**config.mk**
```make
export PLATFORM = sky130hd
export DESIGN_NAME = min_dist_search
export DESIGN_NICKNAME = d
export VERILOG_FILES = /design/src/rtl/min_dist_search.sv
export SDC_FILE = /design/constraint.sdc
export NUM_CORES = 1
export LEC_CHECK = 0
export ABC_AREA = 0
export BUFFER_PORTS_ARGS = -buffer_cell sky130_fd_sc_hd__buf_4
export CAP_MARGIN = 30
export CORE_UTILIZATION = 52
export DETAILED_ROUTE_END_ITERATION = 8
export PLACE_DENSITY = 0.8
export SYNTH_ARGS = -nofsm -noshare
export SYNTH_HDL_FRONTEND = slang
export SYNTH_SLANG_ARGS = --single-unit
```
**constraint.sdc**
```tcl
create_clock -name clk -period 4.47 [get_ports clk]
set_input_delay 1.1175 -clock clk [delete_from_list [all_inputs] [get_ports clk]]
set_output_delay 1.1175 -clock clk [all_outputs]
set_load 0.05 [all_outputs]
```
**src/rtl/min_dist_search.sv**
```systemverilog
// Nearest-codeword search: scans a 2^K-entry codeword table one entry per cycle and
// reports the index, value and Hamming distance of the closest entry plus a tie flag.
module min_dist_search #(
    parameter int N  = 6,
    parameter int K  = 3,
    parameter int DW = 3
) (
    input  logic          clk,
    input  logic          rst_n,
    input  logic          cb_we,
    input  logic [K-1:0]  cb_addr,
    input  logic [N-1:0]  cb_data,
    input  logic          in_valid,
    output logic          in_ready,
    input  logic [N-1:0]  in_word,
    output logic          out_valid,
    input  logic          out_ready,
    output logic [K-1:0]  out_index,
    output logic [N-1:0]  out_word,
    output logic [DW-1:0] out_dist,
    output logic          out_tie,
    output logic          busy
);
    localparam int DEPTH = 1 << K;

    typedef enum logic [1:0] {
        S_IDLE   = 2'd0,
        S_SEARCH = 2'd1,
        S_DONE   = 2'd2
    } state_t;

    function automatic logic [DW-1:0] popcount(input logic [N-1:0] v);
        logic [DW-1:0] c;
        c = {DW{1'b0}};
        for (int i = 0; i < N; i++) begin
            c = c + DW'(v[i]);
        end
        return c;
    endfunction

    state_t        state_q, state_d;
    logic [N-1:0]  table_q [DEPTH];
    logic [N-1:0]  table_d [DEPTH];
    logic [N-1:0]  word_q, word_d;
    logic [K-1:0]  idx_q, idx_d;
    logic [DW-1:0] best_q, best_d;
    logic [K-1:0]  best_idx_q, best_idx_d;
    logic [N-1:0]  best_word_q, best_word_d;
    logic          tie_q, tie_d;
    logic [DW-1:0] dist_s;
    logic          last_s;

    assign dist_s = popcount(word_q ^ table_q[idx_q]);
    assign last_s = (idx_q == K'(DEPTH - 1));

    // Next-state, table write and best-candidate tracking
    always_comb begin
        state_d     = state_q;
        table_d     = table_q;
        word_d      = word_q;
        idx_d       = idx_q;
        best_d      = best_q;
        best_idx_d  = best_idx_q;
        best_word_d = best_word_q;
        tie_d       = tie_q;
        case (state_q)
            S_IDLE: begin
                if (cb_we) begin
                    table_d[cb_addr] = cb_data;
                end else begin
                    table_d = table_q;
                end
                if (in_valid) begin
                    word_d  = in_word;
                    idx_d   = {K{1'b0}};
                    state_d = S_SEARCH;
                end else begin
                    state_d = S_IDLE;
                end
            end
            S_SEARCH: begin
                // Lowest index wins a tie because only a strictly smaller distance replaces best
                if ((idx_q == {K{1'b0}}) || (dist_s < best_q)) begin
                    best_d      = dist_s;
                    best_idx_d  = idx_q;
                    best_word_d = table_q[idx_q];
                    tie_d       = 1'b0;
                end else if (dist_s == best_q) begin
                    tie_d = 1'b1;
                end else begin
                    tie_d = tie_q;
                end
                if ((dist_s == {DW{1'b0}}) || last_s) begin
                    state_d = S_DONE;
                end else begin
                    idx_d = idx_q + K'(1);
                end
            end
            S_DONE: begin
                if (out_ready) begin
                    state_d = S_IDLE;
                end else begin
                    state_d = S_DONE;
                end
            end
            default: begin
                state_d = S_IDLE;
            end
        endcase
    end

    // State, table and result registers with synchronous active-low reset
    always_ff @(posedge clk) begin
        if (!rst_n) begin
            state_q     <= S_IDLE;
            for (int i = 0; i < DEPTH; i++) begin
                table_q[i] <= {N{1'b0}};
            end
            word_q      <= {N{1'b0}};
            idx_q       <= {K{1'b0}};
            best_q      <= {DW{1'b0}};
            best_idx_q  <= {K{1'b0}};
            best_word_q <= {N{1'b0}};
            tie_q       <= 1'b0;
        end else begin
            state_q     <= state_d;
            table_q     <= table_d;
            word_q      <= word_d;
            idx_q       <= idx_d;
            best_q      <= best_d;
            best_idx_q  <= best_idx_d;
            best_word_q <= best_word_d;
            tie_q       <= tie_d;
        end
    end

    assign in_ready  = (state_q == S_IDLE);
    assign out_valid = (state_q == S_DONE);
    assign busy      = (state_q != S_IDLE);
    assign out_index = best_idx_q;
    assign out_word  = best_word_q;
    assign out_dist  = best_q;
    assign out_tie   = tie_q;

endmodule

```
-- After elaboration in Yosys (flattened, before gate mapping)
Index checks and enable logic that the tools add are counted.
- bits in registers: 72
- bits in latches: 0
- memory bits (writable): 0
- ROM bits: 0
- input port bits: 20
- output and inout port bits: 16
- word-level logic and storage cells: 64
- memories kept: 0
- add/subtract/negate cells: 6
- multipliers: 0
- div/mod/pow operators: 0
- $lt $le $gt $ge: 4
- equality and inequality tests: 7
- shifts and indexed selects: 0
- multiplexer cells: 15
- bitwise gates (word level): 3
- reductions and logical operators: 14
- operators with widths (cell ; count):
    48-bit bitwise mux ; 1
    6-bit binary-select mux with 3-bit select ; 1
    6-bit demux with 3-bit select ; 1
    6-bit 2-to-1 mux ; 3
    3-bit by 1-bit adder with 3-bit output ; 3
    4-bit >= comparator (second input constant) ; 2
    3-bit inverter with 4-bit output ; 2
    2-bit AND reduction ; 4
    3-bit zero test ; 2
    3-bit 2-to-1 mux ; 2
    2-bit inequality test (second input constant) ; 3
    2-bit one-hot mux with 3 select lines ; 1
    3-bit one-hot mux with 2 select lines ; 1
    2-bit nonzero test ; 3
    6-bit XOR ; 1
    4-bit by 1-bit less-than comparator with 1-bit output (second input constant) ; 1
    2-bit 2-to-1 mux ; 2
    2-bit by 1-bit adder with 3-bit output ; 1
    3-bit by 1-bit adder with 3-bit output (second input constant) ; 1
    3-bit equality test ; 1
    3-bit equality test (second input constant) ; 1
    3-bit less-than comparator ; 1
    1-bit 2-to-1 mux ; 3
    3-bit AND reduction ; 1
    6 further kinds ; 7

-- Depth between registers and ports, before layout
Gate-level depths: netlist (run 1).
- word-level depth: 14
- gate-level depth with buffers: 17

-- Worst setup path after synthesis (run 1)
Ideal clock, no wire load.
- path kind: register to register
- start: register idx_q[0]
- end: register best_q[1] (netlist: out_dist[1])
- data arrival time: 4.313 ns
- required time: 4.409 ns
- setup slack: 0.097 ns
- stages on the path, launching flop included: 18
- path buffers: 3
- clock period less this slack: 4.373 ns
- path through: dfxtp_1 -> buf_6 -> buf_8 -> mux4_2 -> mux2i_4 -> xnor2_1 -> fa_1 -> fa_1 -> ha_1 -> inv_1 -> fa_1 -> inv_1 -> ha_1 -> nand2b_1 -> a221o_1 -> a21oi_2 -> buf_4 -> a22o_1
- word-level cells in the longest chain between the ends: 13
- elaborated cells between the ends (all ways): 14
- RTL lines (item ; line ; RTL):
    start, declared ; 45 ; logic [K-1:0] idx_q, idx_d;
    start signal, assigned ; 120 ; idx_q <= {K{1'b0}};
    start signal, assigned ; 129 ; idx_q <= idx_d;
    3-bit inverter with 4-bit output (implied by the code) (*) ; 53 ; assign dist_s = popcount(word_q ^ table_q[idx_q]);
    6-bit binary-select mux with 3-bit select (*) ; 53 ;
    6-bit 2-to-1 mux (implied by the code) (*) (2 in a row) ; 53 ;
    6-bit XOR (*) ; 53 ;
    1-bit by 1-bit adder with 2-bit output ; 36 ; c = c + DW'(v[i]);
    2-bit by 1-bit adder with 3-bit output ; 36 ;
    3-bit by 1-bit adder with 3-bit output (2 in a row) ; 36 ;
    3-bit by 1-bit adder with 3-bit output (*) ; 36 ;
    named net dist_s[1] ; 50 ; logic [DW-1:0] dist_s;
    3-bit less-than comparator ; 83 ; if ((idx_q == {K{1'b0}}) || (dist_s < best_q)) begin
    1-bit logical OR ; 83 ;
    2-bit AND reduction (no line) ; - ;
    end signal, assigned ; 121 ; best_q <= {DW{1'b0}};
    end signal, assigned ; 130 ; best_q <= best_d;
    end, declared ; 46 ; logic [DW-1:0] best_q, best_d;
Mark *: on every way through the listed nets, which the timed path passes. The rest lies on a longest branch. The select of a mux whose other input is x is not followed.
A chain may end at the register's enable or synchronous reset.

-- Final worst setup path (run 1)
- start: register idx_q[0]
- end: register best_q[0] (netlist: out_dist[0])
- word-level cells in the longest chain between the ends: 13
- elaborated cells between the ends (all ways): 14
- RTL lines (item ; line):
    3-bit inverter with 4-bit output (implied by the code) (*) ; 53
    6-bit binary-select mux with 3-bit select (*) ; 53
    6-bit 2-to-1 mux (implied by the code) (*) (2 in a row) ; 53
    6-bit XOR (*) ; 53
    1-bit by 1-bit adder with 2-bit output ; 36
    2-bit by 1-bit adder with 3-bit output ; 36
    3-bit by 1-bit adder with 3-bit output (2 in a row) ; 36
    3-bit by 1-bit adder with 3-bit output (*) ; 36
    named net dist_s[1] ; 50
    3-bit less-than comparator (*) ; 83
    1-bit logical OR (*) ; 83
    2-bit AND reduction (no line) (*) ; -
Marks and branches as above.

==> run metrics, run 1 <==
initial antenna violation count 0; Worst Hold Depth 2; CP peak stage delay roughly 0.54 ns; gpl congestion about 0.9; crit share post-route between 90 and 100%; Buffers on Ports 35; count leader, synth dfxtp_1; vias ~2700; Main synth FF type dfxtp_1; Cells after Synth ~350; # rows 28; max_cap viols 0; Worst Setup EP out_dist[0]$_SDFFE_PN0P_; Worst setup startpoint idx_q[0]$_SDFFE_PN0P_; antenna-violating nets left 0; clk_skew between 0.008 and 0.009 ns; Clock transition at path regs around 0.08 ns; total routed wirelength between 7 and 8 mm; cell mode on critical path fa_1; H-tree depth 3; DRC Markers 0; reg-to-reg slack, setup around 0.059 ns; R2R depth 16; grt ovf 0; Num CTS Buffers 9; Seq/Total Area, Yosys a little over two fifths; Netlist cell types 36; R2R Path Start idx_q[0]$_SDFFE_PN0P_; Hold Crit Class reg2reg; nets around 420; crit end category flop; outcome complete, no violations; Max clock buf depth 2; die height 82.3 µm; largest fanout on the critical path 6; 1st-iter DRT viols about 150; CORE AREA 6060 µm²; Final Core Density 66.2%; CTS tree yes; crit path DAT about 4.7 ns; total die area 6770 µm²; Crit Path Class reg2reg; hold_buf cts 0; endpoints failing setup 0; unrepaired setup endpoints after global routing true; cell count along the critical path 16; FMAX between 200 and 250 MHz; final count of hold timing violations 0; cell breakdown of the critical path buf_8 -> mux4_2 -> mux2i_4 -> xnor2_2 -> fa_1 -> fa_1 -> ha_2 -> inv_2 -> fa_1 -> inv_2 -> ha_4 -> nand2b_4 -> a221o_1 -> a21oi_2 -> buf_6 -> a22o_1; Static Leakage about 1.5 nW; Worst VDD drop ~350 µV; Critical-path top delay cell fa_1; FFs w/ async S/R, synth 0%; Post-Syn Area between 3000 and 4000 µm²; Worst-Margin Slew 0.800 ns; Layout area overhead 19.7%; Yosys top cell by area dfxtp_1; Yosys top cell area share between 40% and 50%; vias in the first global route approximately 2600; antenna fix cells 0; vias per std cell around 5.8; DP HPWL between 5 and 6 mm; top cells by area, synth dfxtp_1 43%, mux2i_1 6.9%, mux4_2 6.7%; critical path's top delay family adder cells; crit start category flop; most frequent cells after synthesis 72 x dfxtp_1, 45 x nand2_1, 41 x nand3_1; pwr dens around 490 nW/µm²; Synth Warn # 0; root buf cell clkbuf_8; worst setup margin about 0.059 ns; Max-slew headroom 46.5%; register bit total from synthesis 72; syn nets around 380; IO Pins 36; worst path bufs/invs 4; WL/cell ~17 µm; Clk Latency, worst-skew pair between 0.3 and 0.4 ns; worst r2r dst out_dist[0]$_SDFFE_PN0P_; Final Max Slew Viols 0; DP Worst Slack -0.0188 ns; first-pass GRT wire length 12.6 mm; Num Clock Sinks approximately 70; fraction of layout instances using a drive strength above 1 ~26%; width of the die slightly above 80 µm; Pre-antenna DRT Iters 4; Tot GR Track Use between 20% and 30%; Tmin final roughly 4.4 ns; Starting Density a little under three fifths; critical path data required time 4.77 ns; Post-synth EDFFs 0; Avg Cell Area, Syn between 9 and 10 µm²; largest net degree at the start of global routing 47
## placed cells by master, fill, tap and decap left out, drive strengths merged, types with 7 or more instances in the layout
cell type  netlist  final
a21oi           39     39
clkbuf          16     11
nand2           45     45
nor2            21     21
ha               7      7
nand3           41     41
dfxtp           72     72
mux4            12     12
mux2i           25     25
buf             13     55
inv             13     13
## what timing repair did
item	in CTS	in global routing
pin swaps	1	12
hold endpoints to repair	0	0
buffers inserted	0	6
setup endpoints to repair	12	13
gates resized for setup	3	17
## report_power, final
group          leakage, nW  switching, mW  internal (mW)
Combinational        0.827          0.362          0.280
Clock                0.106          0.248          0.329
Sequential           0.584         0.0461          0.686
## per-stage QoR
| step | cell area (µm²) | total power, mW | TNS, ns | std cells | hold WS [ns] |
|---|---|---|---|---|---|
| floorplan | 3350 | 1.16 | 0 | 351 | 0.432 |
| global placement | 3660 | 1.29 | 0 | 446 | 0.439 |
| detailed placement | 3660 | 1.29 | -0.101 | 446 | 0.447 |
| CTS | 3890 | 1.86 | 0 | 462 | 0.457 |
| global route | 4010 | 2.04 | -0.850 | 468 | 0.480 |
| finish | 4010 | 1.95 | 0 | 468 | 0.453 |
## layer usage
metal	routed length [µm]	share of wire, %	GRT usage, %
met3	508	6.4	6.70
met4	163	2.1	11.6
met5	0	0	0
met2	3930	50	41.7
met1	3280	42	31.5
## worst reg2reg max path, cell delays in order, from the launching register on
cell	delay [ns]
dfxtp_2	0.36
buf_8	0.13
mux4_2	0.53
mux2i_4	0.20
xnor2_2	0.15
fa_1	0.44
fa_1	0.50
ha_2	0.18
inv_2	0.04
fa_1	0.54
inv_2	0.06
ha_4	0.28
nand2b_4	0.04
a221o_1	0.38
a21oi_2	0.24
buf_6	0.15
a22o_1	0.14
## final cells by class
| class | instances | area (µm²) |
|---|---|---|
| clock buffers | 11 | 141 |
| clock inverters | 5 | 80.1 |
| fillers | 466 | 2050 |
| inverters | 13 | 48.8 |
| multi-input cells | 237 | 1770 |
| flip-flops and latches | 72 | 1440 |
| well taps | 75 | 93.8 |
| repair buffers | 55 | 435 |
## cells by family (layout without fill, tap and decap cells)
| family | after synthesis | count (layout) | share of synthesized area [%] |
|---|---|---|---|
| XOR/XNOR | 6 | 6 | 1.57 |
| buffers and inverters | 42 | 84 | 5.98 |
| AND/OR/NAND/NOR | 126 | 126 | 17.9 |
| AO/OA/AOI/OAI | 58 | 58 | 10.6 |
| flip-flops | 72 | 72 | 43.0 |
| multiplexers | 37 | 37 | 16.5 |
| adder cells (fa/ha/maj) | 10 | 10 | 4.41 |
## flip-flops by register name, summed over array words and instances (netlist names)
signal / flops
out_tie: 1
table_q: 48
idx_q: 3
out_word: 6
word_q: 6
out_dist: 3
state_q: 2
out_index: 3
## worst min-delay path by stage
stage / startpoint / endpoint / slack [ns]
after floorplan: table_q[21]$_SDFFE_PN0P_ / table_q[21]$_SDFFE_PN0P_ / 0.43
after global placement: table_q[32]$_SDFFE_PN0P_ / table_q[32]$_SDFFE_PN0P_ / 0.44
after detailed placement: table_q[45]$_SDFFE_PN0P_ / table_q[45]$_SDFFE_PN0P_ / 0.45
after CTS: table_q[45]$_SDFFE_PN0P_ / table_q[45]$_SDFFE_PN0P_ / 0.46
final: table_q[30]$_SDFFE_PN0P_ / table_q[30]$_SDFFE_PN0P_ / 0.45
after global routing: table_q[12]$_SDFFE_PN0P_ / table_q[12]$_SDFFE_PN0P_ / 0.48
No activity file was read; power rests on OpenSTA's default activity.
==> run 2: changes to the inputs <==
MAX_ROUTING_LAYER = met4   (was not set)
==> run 2 against run 1 <==
Total power is 2.7% lower. Critical path depth is 1 lower. Register-to-register slack better by 0.05 ns. Routed wire length is 0.23% higher. Worst setup slack better by 0.047 ns. Cell count is 0.64% higher. Clock power is 10% lower. Via count hardly changed. Sequential power hardly changed. Worst hold slack better by 0.0037 ns.
==> run metrics, run 2 (same netlist as run 1, synthesis figures left out) <==
fraction of layout instances using a drive strength above 1 between 20% and 30%; FMAX approximately 230 MHz; die height around 80 µm; max FFs per register 48; Layout area overhead 19.5%; grt ovf 0; placed cell areas 3650 µm²; worst hold slack 0.457 ns; max_cap viols 0; Worst-Margin Slew between 0.9 and 1 ns; Clk Latency, worst-skew pair approximately 0.36 ns; largest fanout on the critical path 5; Max clock buf depth 2; crit end category flop; IO Pins 36; Max-slew headroom between 30% and 40%; commonest non-fill, non-tap cell in the layout dfxtp_1; GRT met3 Usage 9.45%; unrepaired setup endpoints after global routing true; Crit Path Class reg2reg; Static Leakage ~1.5 nW; nets around 420; Tmin final between 4 and 5 ns; DP HPWL between 5 and 6 mm; crit share post-route approximately 98%; CTS tree yes; outcome complete, no violations; antenna-violating nets left 0; vias in the first global route around 2500; width of the die just over 80 µm; Hold Crit Class reg2reg; Num Clock Sinks 72; largest net degree at the start of global routing 47; Final Cell Area 4000 µm²; clk_skew 0.00819 ns; GR Layer Usage met1 about 31%; endpoints failing setup 0; critical path data required time 4.72 ns; GRT busiest layer met2; 1st-iter DRT viols 110; Starting Density around 55%; antenna fix cells 0; WL/cell 16.8 µm; vias per std cell between 5 and 6; crit start category flop; Worst VDD drop roughly 360 µV; total routed wirelength roughly 7.9 mm; root buf cell clkbuf_8; H-tree depth 3; first-pass GRT wire length around 12 mm; fill count between 400 and 500; initial antenna violation count 0; Buffers on Ports 35; setup TNS 0 ns; grt met2 use between 30% and 40%; CORE AREA 6060 µm²; DRC Markers 0; pwr dens 474 nW/µm²; Clock transition at path regs approximately 0.080 ns; gpl congestion roughly 0.94; vias 2731; crit path DAT roughly 4.6 ns; commonest cells after routing, fill and taps aside 70 x dfxtp_1, 53 x buf_4, 45 x nand2_1; Tot GR Track Use 26.0%; hold_buf cts 0; Final Max Slew Viols 0; Reg with most FFs table_q; total die area approximately 6800 µm²; Final Core Density 66.1%; # rows 28; final count of hold timing violations 0; Pre-antenna DRT Iters 5; Num CTS Buffers 9
-- run 2: cell type report --
cell class,instances,area [µm²],area share (%)
Clock buffer,11,141,3.53
Inverter,13,48.8,1.22
Multi-Input combinational cell,237,1770,44.1
Tap cell,75,93.8,2.34
Sequential cell,72,1440,36.1
Clock inverter,5,56.3,1.41
Timing Repair Buffer,58,454,11.3
-- run 2: report_power, final --
group	internal, mW	switching [mW]
clock network	0.272	0.246
logic	0.281	0.370
registers	0.686	0.0443
total	1.24	0.659
-- run 2: layer usage --
layer | vias up | wire [µm]
met5 | - | 0
met4 | 0 | 157
met3 | 14 | 537
met2 | 92 | 3890
met1 | 1319 | 3320
li1 | 1306 | -
-- run 2: critical path, cell delays in order (launching register included) --
cell	delay, ns
dfxtp_2	0.34
buf_6	0.13
mux4_2	0.54
mux2i_4	0.20
xnor2_2	0.11
fa_1	0.49
fa_1	0.50
ha_1	0.14
inv_1	0.05
fa_1	0.55
inv_2	0.06
ha_4	0.26
nand2b_1	0.05
a221o_1	0.38
and3_2	0.27
a22o_1	0.18
-- run 2: through the flow --
step / worst slack [ns] / cells / power, mW
5_1_grt: -0.0631 / 471 / 1.99
6_report: 0.105 / 471 / 1.90
3_3_place_gp: 0.0680 / 445 / 1.29
4_1_cts: 0.000135 / 463 / 1.82
2_1_floorplan: 0.0967 / 351 / 1.16
3_5_place_dp: -0.0548 / 445 / 1.30
-- run 2: what timing repair did --
item | in CTS | in global routing
pin swaps | 2 | 6
buffers inserted | 2 | 8
hold endpoints to repair | 0 | 0
resized for setup | 6 | 12
cloned | 0 | 0
endpoints found under the setup margin | 12 | 13
-- run 2: final timing paths --
kind                                 start                  endpoint  slack (ns)  depth (start not counted)
setup reg to reg     idx_q[0]$_SDFFE_PN0P_  out_dist[0]$_SDFFE_PN0P_        0.11                         15
hold / removal    table_q[19]$_SDFFE_PN0P_  table_q[19]$_SDFFE_PN0P_        0.46                          2
setup / recovery     idx_q[0]$_SDFFE_PN0P_  out_dist[0]$_SDFFE_PN0P_        0.11                         15
hold reg to reg   table_q[19]$_SDFFE_PN0P_  table_q[19]$_SDFFE_PN0P_        0.46                          2
